## config.mk

```make
export PLATFORM = sky130hd
export DESIGN_NAME = touch_key_array
export DESIGN_NICKNAME = d
export VERILOG_FILES = /design/src/rtl/touch_key_pkg.sv /design/src/rtl/touch_key_chan.sv /design/src/rtl/touch_key_array.sv
export SDC_FILE = /design/constraint.sdc
export NUM_CORES = 1
export LEC_CHECK = 0
export ABC_AREA = 1
export BUFFER_PORTS_ARGS = -buffer_cell sky130_fd_sc_hd__buf_4
export CORE_ASPECT_RATIO = 0.5
export CORE_MARGIN = 2
export CORE_UTILIZATION = 64
export DETAILED_ROUTE_END_ITERATION = 8
export PLACE_DENSITY = 0.9
export SETUP_SLACK_MARGIN = 0.3
export SLEW_MARGIN = 0
export SYNTH_ARGS = -nofsm -noshare
export SYNTH_HDL_FRONTEND = slang
export SYNTH_SLANG_ARGS = --single-unit
```

## constraint.sdc

```tcl
create_clock -name sys_clk -period 2.5 [get_ports sys_clk]
set_clock_uncertainty 0.15 [all_clocks]
set_input_delay 0.125 -clock sys_clk [delete_from_list [all_inputs] [get_ports sys_clk]]
set_output_delay 0.125 -clock sys_clk [all_outputs]
set_load 0.05 [all_outputs]
```

## src/rtl/touch_key_pkg.sv

```systemverilog
// Shared constants and helpers for the touch-key front end.
// The optional long-press feature is enabled by defining TOUCH_KEY_LONG_PRESS_EN.
package touch_key_pkg;

   localparam int   CH_NUM_MAX = 16;
   localparam logic LVL_ACTIVE = 1'b1;
   localparam logic LVL_IDLE   = 1'b0;

   // Counter width able to hold values 0..n-1, never narrower than one bit.
   function automatic int cnt_width(input int n);
      return (n <= 1) ? 1 : $clog2(n);
   endfunction

endpackage

```

## src/rtl/touch_key_chan.sv

```systemverilog
// One touch channel: 2-flop synchroniser, debounce, press edge and optional hold counter.
// Long-press detection is compiled in only when TOUCH_KEY_LONG_PRESS_EN is defined.
module touch_key_chan
   import touch_key_pkg::*;
#(
   parameter int   DEB_CYC    = 1_000_000,
   parameter logic ACTIVE_LVL = 1'b0,
   parameter int   LONG_CYC   = 50_000_000
) (
   input  logic sys_clk,
   input  logic sys_rst_n,
   input  logic touch_i,
   output logic key_state_o,
   output logic press_set_o,
   output logic press_pulse_o,
   output logic long_set_o,
   output logic long_pulse_o
);

   localparam int CW = cnt_width(DEB_CYC);

   logic          sync1_q;
   logic          sync2_q;
   logic          norm_s;
   logic [CW-1:0] deb_cnt_q;
   logic [CW-1:0] deb_cnt_d;
   logic          state_q;
   logic          state_d;
   logic          press_q;

   always_ff @(posedge sys_clk or negedge sys_rst_n) begin
      if (!sys_rst_n) begin
         sync1_q <= ~ACTIVE_LVL;
         sync2_q <= ~ACTIVE_LVL;
      end else begin
         sync1_q <= touch_i;
         sync2_q <= sync1_q;
      end
   end

   assign norm_s = (sync2_q == ACTIVE_LVL) ? LVL_ACTIVE : LVL_IDLE;

   // Accept a new level only after DEB_CYC consecutive disagreeing cycles.
   always_comb begin
      deb_cnt_d = '0;
      state_d   = state_q;
      if (norm_s == state_q) begin
         deb_cnt_d = '0;
      end else if (deb_cnt_q == CW'(DEB_CYC - 1)) begin
         state_d   = norm_s;
         deb_cnt_d = '0;
      end else begin
         deb_cnt_d = deb_cnt_q + CW'(1);
      end
   end

   assign press_set_o = state_d & ~state_q;

   always_ff @(posedge sys_clk or negedge sys_rst_n) begin
      if (!sys_rst_n) begin
         deb_cnt_q <= '0;
         state_q   <= 1'b0;
         press_q   <= 1'b0;
      end else begin
         deb_cnt_q <= deb_cnt_d;
         state_q   <= state_d;
         press_q   <= press_set_o;
      end
   end

   assign key_state_o   = state_q;
   assign press_pulse_o = press_q;

`ifdef TOUCH_KEY_LONG_PRESS_EN
   localparam int HW = cnt_width(LONG_CYC + 1);

   logic [HW-1:0] hold_q;
   logic [HW-1:0] hold_d;
   logic          long_q;

   // Hold counter saturates at LONG_CYC so the strobe cannot repeat while held.
   always_comb begin
      hold_d = hold_q;
      if (!state_q) begin
         hold_d = '0;
      end else if (hold_q != HW'(LONG_CYC)) begin
         hold_d = hold_q + HW'(1);
      end else begin
         hold_d = hold_q;
      end
   end

   assign long_set_o = state_q & (hold_q == HW'(LONG_CYC - 1));

   always_ff @(posedge sys_clk or negedge sys_rst_n) begin
      if (!sys_rst_n) begin
         hold_q <= '0;
         long_q <= 1'b0;
      end else begin
         hold_q <= hold_d;
         long_q <= long_set_o;
      end
   end

   assign long_pulse_o = long_q;
`else
   logic unused_long_s;
   assign unused_long_s = (LONG_CYC > DEB_CYC);
   assign long_set_o    = 1'b0;
   assign long_pulse_o  = 1'b0;
`endif

endmodule

```

## src/rtl/touch_key_array.sv

```systemverilog
// Multi-channel touch-key front end with per-channel toggle/momentary LED drive.
// Define TOUCH_KEY_LONG_PRESS_EN to enable long-press strobes and LED clear.
module touch_key_array
   import touch_key_pkg::*;
#(
   parameter int   CH_NUM     = 4,
   parameter int   DEB_CYC    = 1_000_000,
   parameter logic ACTIVE_LVL = 1'b0,
   parameter int   LONG_CYC   = 50_000_000
) (
   input  logic              sys_clk,
   input  logic              sys_rst_n,
   input  logic [CH_NUM-1:0] touch_key,
   input  logic [CH_NUM-1:0] mode_toggle,
   output logic [CH_NUM-1:0] press_pulse,
   output logic [CH_NUM-1:0] key_state,
   output logic [CH_NUM-1:0] led_out,
   output logic [CH_NUM-1:0] long_pulse
);

   logic [CH_NUM-1:0] key_s;
   logic [CH_NUM-1:0] press_set_s;
   logic [CH_NUM-1:0] press_s;
   logic [CH_NUM-1:0] long_set_s;
   logic [CH_NUM-1:0] long_s;
   logic [CH_NUM-1:0] led_q;
   logic [CH_NUM-1:0] led_d;

   for (genvar g = 0; g < CH_NUM; g++) begin : g_chan
      touch_key_chan #(
         .DEB_CYC    (DEB_CYC),
         .ACTIVE_LVL (ACTIVE_LVL),
         .LONG_CYC   (LONG_CYC)
      ) u_chan (
         .sys_clk       (sys_clk),
         .sys_rst_n     (sys_rst_n),
         .touch_i       (touch_key[g]),
         .key_state_o   (key_s[g]),
         .press_set_o   (press_set_s[g]),
         .press_pulse_o (press_s[g]),
         .long_set_o    (long_set_s[g]),
         .long_pulse_o  (long_s[g])
      );
   end

   // Toggle mode flips on the press edge (a long press clears); momentary mode tracks key_state.
   always_comb begin
      led_d = led_q;
      for (int i = 0; i < CH_NUM; i++) begin
         if (mode_toggle[i]) begin
            if (long_set_s[i]) begin
               led_d[i] = 1'b0;
            end else if (press_set_s[i]) begin
               led_d[i] = ~led_q[i];
            end else begin
               led_d[i] = led_q[i];
            end
         end else begin
            led_d[i] = key_s[i];
         end
      end
   end

   always_ff @(posedge sys_clk or negedge sys_rst_n) begin
      if (!sys_rst_n) begin
         led_q <= '0;
      end else begin
         led_q <= led_d;
      end
   end

   assign press_pulse = press_s;
   assign key_state   = key_s;
   assign led_out     = led_q;
   assign long_pulse  = long_s;

endmodule

```

; Yosys cells after proc, flatten, opt, wreduce, memory -nomap -nowiden
; Cells that the tools add are included.
; W data, S select, Z words.
[word_totals]
reg_bits = 100
in_bits = 10
wordCells = 80
[classes]
n_addsub = 4
n_eq_ne = 12
n_mux = 28
bitwise_logic = 12
[op_table]
columns = operator, n
row1 = $mux W20, 8
row2 = $add A20 B1 Y20 const B, 4
row3 = $eq A20 B20 Y1 const B, 4
row4 = $mux W1, 20
row5 = $ne A2 B1 Y1 const B, 4
row6 = $not A1 Y1, 8
row7 = $and A1 B1 Y1, 4
row8 = $eq A1 B1 Y1, 4

; Depth between registers and ports, before layout
[depth]
ltp_word = 6
ltp_mapped = 10
ltp_nobuf = 9

; Hierarchy
; Synthesis repeated with hierarchy kept, for this count alone.
[hier_totals]
cells_unflattened = 717
hier_area_um2 = 5693.0
[by_module_without_submodules]
columns = module, n_inst, cells_each, area_per_inst_um2
row1 = touch_key_chan, 4, 169, 1362.6
row2 = touch_key_array, 1, 41, 242.7

; Worst setup path before layout
; No wires, ideal clock.
[synth_timing]
path_kind = register -> register
startpoint = register g_chan[0].u_chan.deb_cnt_q[0]
endpoint = register g_chan[0].u_chan.deb_cnt_q[19]
setup_time_ns = 0.118
arrival_ns = 1.247
path_slack_ns = 0.985
path_stages_with_launch = 9
synth_period_minus_slack_ns = 1.515
cell_sequence = dfrtp_1 -> ha_1 -> inv_1 -> nor3_4 -> nand3_2 -> nand2_2 -> inv_2 -> nand2_1 -> nor2_2
[synth_via]
elab_chain_cells = 3
elab_cells_between_ends = 4
[synth_rtl]
columns = item, line_no
row1 = start: declaration, touch_key_chan.sv:25  ; logic [CW-1:0] deb_cnt_q;
row2 = start signal: assignment, touch_key_chan.sv:65  ; deb_cnt_q <= deb_cnt_d;
row3 = $add A20 B1 Y20 or $eq A20 B20 Y1 (tied branches), "touch_key_chan.sv:53, touch_key_chan.sv:49"
row4 = $mux W20 (*), touch_key_chan.sv:49  ; end else if (deb_cnt_q == CW'(DEB_CYC - 1)) begin
row5 = $mux W20 (*), touch_key_chan.sv:47  ; if (norm_s == state_q) begin
row6 = via g_chan[0].u_chan.deb_cnt_d[19], touch_key_chan.sv:26  ; logic [CW-1:0] deb_cnt_d;
; Mark *: on every way through the listed nets, which the timed path passes. The rest lies on a longest branch.
; A chain may end at the register's enable or synchronous reset.

; Final worst setup path
[layout_timing]
startpoint = register g_chan[3].u_chan.deb_cnt_q[0]
endpoint = register g_chan[3].u_chan.deb_cnt_q[14]
[layout_via]
elab_chain_cells = 3
elab_cells_between_ends = 4
[layout_rtl]
columns = item, line_no
row1 = start: declaration, touch_key_chan.sv:25
row2 = start signal: assignment, touch_key_chan.sv:65
row3 = $add A20 B1 Y20 or $eq A20 B20 Y1 (tied branches), "touch_key_chan.sv:53, touch_key_chan.sv:49"
row4 = $mux W20 (*), touch_key_chan.sv:49
row5 = $mux W20 (*), touch_key_chan.sv:47
row6 = via g_chan[3].u_chan.deb_cnt_d[14], touch_key_chan.sv:26
; Marked as above.

==> metrics.txt <==
# TYPE chip_impl_metric gauge
chip_impl_info{name="status",value="finished, final reports clean"} 1
chip_impl_metric{name="worst-path-stages",unit=""} 8
chip_impl_metric{name="vias",unit=""} 4333
chip_impl_info{name="cp-start-kind",value="flop"} 1
chip_impl_info{name="postSynth.topFlopCell",value="dfrtp_1"} 1
chip_impl_info{name="tritoncts_clock_tree",value="yes"} 1
chip_impl_metric{name="final_setup_vio_count",unit=""} 0
chip_impl_metric{name="post-route-drc-count",unit=""} 0
chip_impl_metric{name="hold_buffers",unit=""} 8
chip_impl_metric{name="cp_data_required_time",unit="ns"} 2.58
chip_impl_metric{name="maximum_number_of_pins_on_one_net_before_global_route_repair",unit=""} 59
chip_impl_metric{name="total_leakage_power",unit="nW"} 2.72
chip_impl_metric{name="flow.area_growth_from_synthesis",unit="%"} 11.5
chip_impl_metric{name="period_needed",unit="ns"} 1.70
chip_impl_metric{name="max-slew-margin-rel",unit="%"} 61.7
chip_impl_metric{name="final_max_slew_viol_count",unit=""} 0
chip_impl_info{name="critical_path.cell_chain",value="ha_1 -> inv_1 -> nor3_4 -> nand3_2 -> nand2_4 -> inv_4 -> nand2_1 -> nor2_1"} 1
chip_impl_info{name="synth_top_family_by_area",value="simple AND/OR/NAND/NOR gates"} 1
chip_impl_metric{name="layout.filler_cells",unit=""} 536
chip_impl_metric{name="core_region_area",unit="sq mm"} 0.00812
chip_impl_metric{name="crit_buf_inv",unit=""} 2
chip_impl_metric{name="tightest_slew",unit="ns"} 0.574
chip_impl_metric{name="drv.max_cap_violation_count",unit=""} 0
chip_impl_metric{name="proportion_of_register_bits_with_asynchronous_set_or_reset_after_synthesis",unit="%"} 100
chip_impl_metric{name="setup_total_negative_slack",unit="ns"} 0
chip_impl_metric{name="globalRouteTotalUtil",unit="%"} 25.3
chip_impl_metric{name="fmaxAchievable",unit="MHz"} 589
chip_impl_metric{name="post-route-period-util",unit="%"} 67.9
chip_impl_metric{name="synth_enable_flop_cells",unit=""} 0
chip_impl_metric{name="cts_htree_levels",unit=""} 3
chip_impl_metric{name="powerDensity",unit="mW/mm^2"} 538
chip_impl_metric{name="crit_arrival",unit="ns"} 1.78
chip_impl_metric{name="finalHoldViolations",unit=""} 0
chip_impl_metric{name="cts_buffers",unit=""} 9
chip_impl_metric{name="cts.reportedPaths.clkPinSlew",unit="ns"} 0.07
chip_impl_metric{name="ys_seq_area_share",unit="%"} 46.1
chip_impl_metric{name="synthAdderAreaFrac",unit="%"} 0.919
chip_impl_metric{name="worst-r2r-cell-count",unit=""} 8
chip_impl_metric{name="synth_cells",unit=""} 677
chip_impl_metric{name="cts_max_path_buffers",unit=""} 2
chip_impl_metric{name="grt_antenna_before_repair",unit=""} 0
chip_impl_metric{name="postSynthAreaPerCell",unit="sq um"} 8.04
chip_impl_info{name="unrepaired_setup_endpoints_after_global_routing",value="no"} 1
chip_impl_info{name="min-delay-path-class",value="in -> reg"} 1
chip_impl_metric{name="globalRouteOverflowTotal",unit=""} 0
chip_impl_metric{name="die_w",unit="um"} 134
chip_impl_metric{name="fp.dieArea",unit="sq mm"} 0.00931
chip_impl_metric{name="ant_nets",unit=""} 0
chip_impl_info{name="cts_root_buffer",value="clkbuf_16"} 1
chip_impl_info{name="timing.critical_path.slowest_stage_cell",value="dfrtp_1"} 1
chip_impl_metric{name="post_synth_num_cell_types",unit=""} 34
chip_impl_info{name="critical_path.endpoint_type",value="flop"} 1
chip_impl_metric{name="die_height",unit="um"} 69.2
chip_impl_metric{name="postCtsSetupRepairBufs",unit=""} 0
chip_impl_metric{name="drt_first_pass_iters",unit=""} 6
chip_impl_metric{name="ys_seq_elements",unit=""} 100
chip_impl_metric{name="clock_net_sink_count",unit=""} 100
chip_impl_metric{name="synth-compound-area-share",unit="%"} 3.45
chip_impl_metric{name="start_util",unit="%"} 67.1
chip_impl_metric{name="via_count_of_the_first_global_routing_pass",unit=""} 4295
chip_impl_metric{name="ir_worst_vdd",unit="V"} 0.000318
chip_impl_metric{name="synth-warning-count",unit=""} 0
chip_impl_metric{name="hold_depth",unit=""} 4
chip_impl_metric{name="finalNetCount",unit=""} 723
chip_impl_metric{name="synth.cell_area",unit="sq mm"} 0.00545
chip_impl_metric{name="path_max_fanout",unit=""} 8
chip_impl_metric{name="gp_routability_congestion",unit=""} 0.912
chip_impl_metric{name="post-dp-hpwl",unit="um"} 7720
chip_impl_metric{name="routed_wl",unit="um"} 10700
chip_impl_info{name="critical_path.top_delay_family",value="simple AND/OR/NAND/NOR gates"} 1
chip_impl_metric{name="antenna_cells_inserted",unit=""} 0
chip_impl_metric{name="place_area",unit="sq mm"} 0.00568
chip_impl_metric{name="clock_latency",unit="ns"} 0.34
chip_impl_metric{name="slowest_delay",unit="ns"} 0.38
chip_impl_metric{name="yosys.area_share.simple",unit="%"} 35.8
chip_impl_metric{name="global_route_wire_length_before_repair",unit="um"} 19100
chip_impl_info{name="critical_path_class",value="reg -> reg"} 1
chip_impl_metric{name="port-buffer-count",unit=""} 21
chip_impl_metric{name="vias_per_cell",unit=""} 5.25
chip_impl_metric{name="post_synth_mux_area_share",unit="%"} 0
chip_impl_metric{name="dr.first_iter.drc_count",unit=""} 356
chip_impl_metric{name="cts_resized",unit=""} 0
chip_impl_metric{name="top_level_ports",unit=""} 26
chip_impl_metric{name="rows",unit=""} 23
chip_impl_metric{name="layout_cells_sized_above_1",unit="%"} 15.7
chip_impl_metric{name="postLayoutCellArea",unit="sq mm"} 0.00607
chip_impl_metric{name="synthXorXnorAreaFrac",unit="%"} 6.27
chip_impl_metric{name="average_wire_per_standard_cell",unit="um"} 13.0
-- tightest hold or removal path, stage by stage --
cell and delay, ns:
buf_4 0.11, inv_1 0.07, or2_2 0.10, o21ai_0 0.07
-- cell type report --
class | count | area, sq um | area share [%]
clock inverter | 6 | 68.8 | 1.13
clock buffer | 10 | 239 | 3.94
sequential | 100 | 2510 | 41.4
multi-input combinational | 488 | 2540 | 41.9
inverter | 79 | 302 | 4.97
tap | 112 | 140 | 2.31
timing repair buffer | 31 | 265 | 4.37
-- synth_stat cells (10+ instances only) --
cell type	count	area (sq um)
xnor2_1	18	158
xor2_1	21	184
nor2_1	154	578
inv_1	72	270
o21ai_0	10	50.1
nand2_1	124	465
a21oi_1	15	75.1
nor2_4	10	113
buf_4	13	97.6
dfrtp_1	92	2300
nor2_2	17	106
nor3_1	15	75.1
nand4_1	17	106
nand3_1	35	175
nand2_2	13	81.3
-- path summary, 6_finish.rpt --
| check | from | slack, ns | endpoint |
|---|---|---|---|
| max reg2reg | g_chan[3].u_chan.deb_cnt_q[0] | 0.80 | g_chan[3].u_chan.deb_cnt_q[14] |
| min | mode_toggle[1] | 0.01 | led_out[1] |
| max in group asynchronous | sys_rst_n | 1.28 | g_chan[3].u_chan.sync1_q |
| min in group asynchronous | sys_rst_n | 0.16 | g_chan[0].u_chan.deb_cnt_q[7] |
| max | g_chan[3].u_chan.deb_cnt_q[0] | 0.80 | g_chan[3].u_chan.deb_cnt_q[14] |
| min reg2reg | g_chan[3].u_chan.sync1_q | 0.20 | g_chan[3].u_chan.sync2_q |
-- metal layers --
layer  wire length, um  vias to the layer above  track usage, %
met5                 0                        -               0
met4               170                        0            7.95
met3               530                       20            5.99
met2              5250                      112            43.6
met1              4750                     2024            31.9
li1                  -                     2177               -
-- per-stage QoR --
| step | worst slack [ns] | utilization (%) | instances | power (mW) | hold slack [ns] |
|---|---|---|---|---|---|
| 3_5_place_dp | 0.800 | 70.0 | 802 | 1.87 | 0.00496 |
| 3_3_place_gp | 0.878 | 70.0 | 802 | 1.87 | -0.00113 |
| 6_report | 0.801 | 74.8 | 826 | 3.27 | 0.0123 |
| 4_1_cts | 0.794 | 74.8 | 826 | 3.30 | 0.00159 |
| 5_1_grt | 0.677 | 74.8 | 826 | 3.41 | 0.0405 |
| 2_1_floorplan | 0.985 | - | 680 | 1.80 | -0.321 |
-- where the power goes --
group          switching [mW]  internal, mW
clock                   0.603         0.812
sequential             0.0190          1.65
combinational           0.126        0.0584
-- cell families (layout without fill, tap and decap cells) --
family | count (synthesis) | count (layout)
adders and majority gates | 4 | 4
and+or+nand+nor | 407 | 407
buffers and inverters | 92 | 126
other | 1 | 4
AOI/OAI and AO/OA | 34 | 34
DFF | 100 | 100
xor gates and xnor gates | 39 | 39
-- cell usage in the layout (no fill, tap or decap), types with 8 or more instances in the layout --
| cell type | netlist | layout |
|---|---|---|
| dfstp_2 | 8 | 8 |
| dfrtp_1 | 92 | 92 |
| o21ai_0 | 10 | 10 |
| nor2_2 | 17 | 17 |
| nor3_1 | 15 | 15 |
| nor2_1 | 154 | 154 |
| nand4_1 | 17 | 17 |
| a21oi_1 | 15 | 15 |
| nand2_1 | 124 | 124 |
| nand2_2 | 13 | 13 |
| dlygate4sd3_1 | 0 | 8 |
| nand3_2 | 8 | 8 |
| nand3_1 | 35 | 35 |
| buf_4 | 13 | 22 |
| clkbuf_16 | 0 | 9 |
| xnor2_1 | 18 | 18 |
| inv_1 | 72 | 72 |
| nor2_4 | 10 | 10 |
| xor2_1 | 21 | 21 |
-- registers in the layout (all words and copies together), names as in the netlist --
signal,cells
g_chan.u_chan.deb_cnt_q,80
g_chan.u_chan.key_state_o,4
g_chan.u_chan.press_pulse_o,4
g_chan.u_chan.sync1_q,4
g_chan.u_chan.sync2_q,4
led_out,4
(Power assumes the default switching activity.)
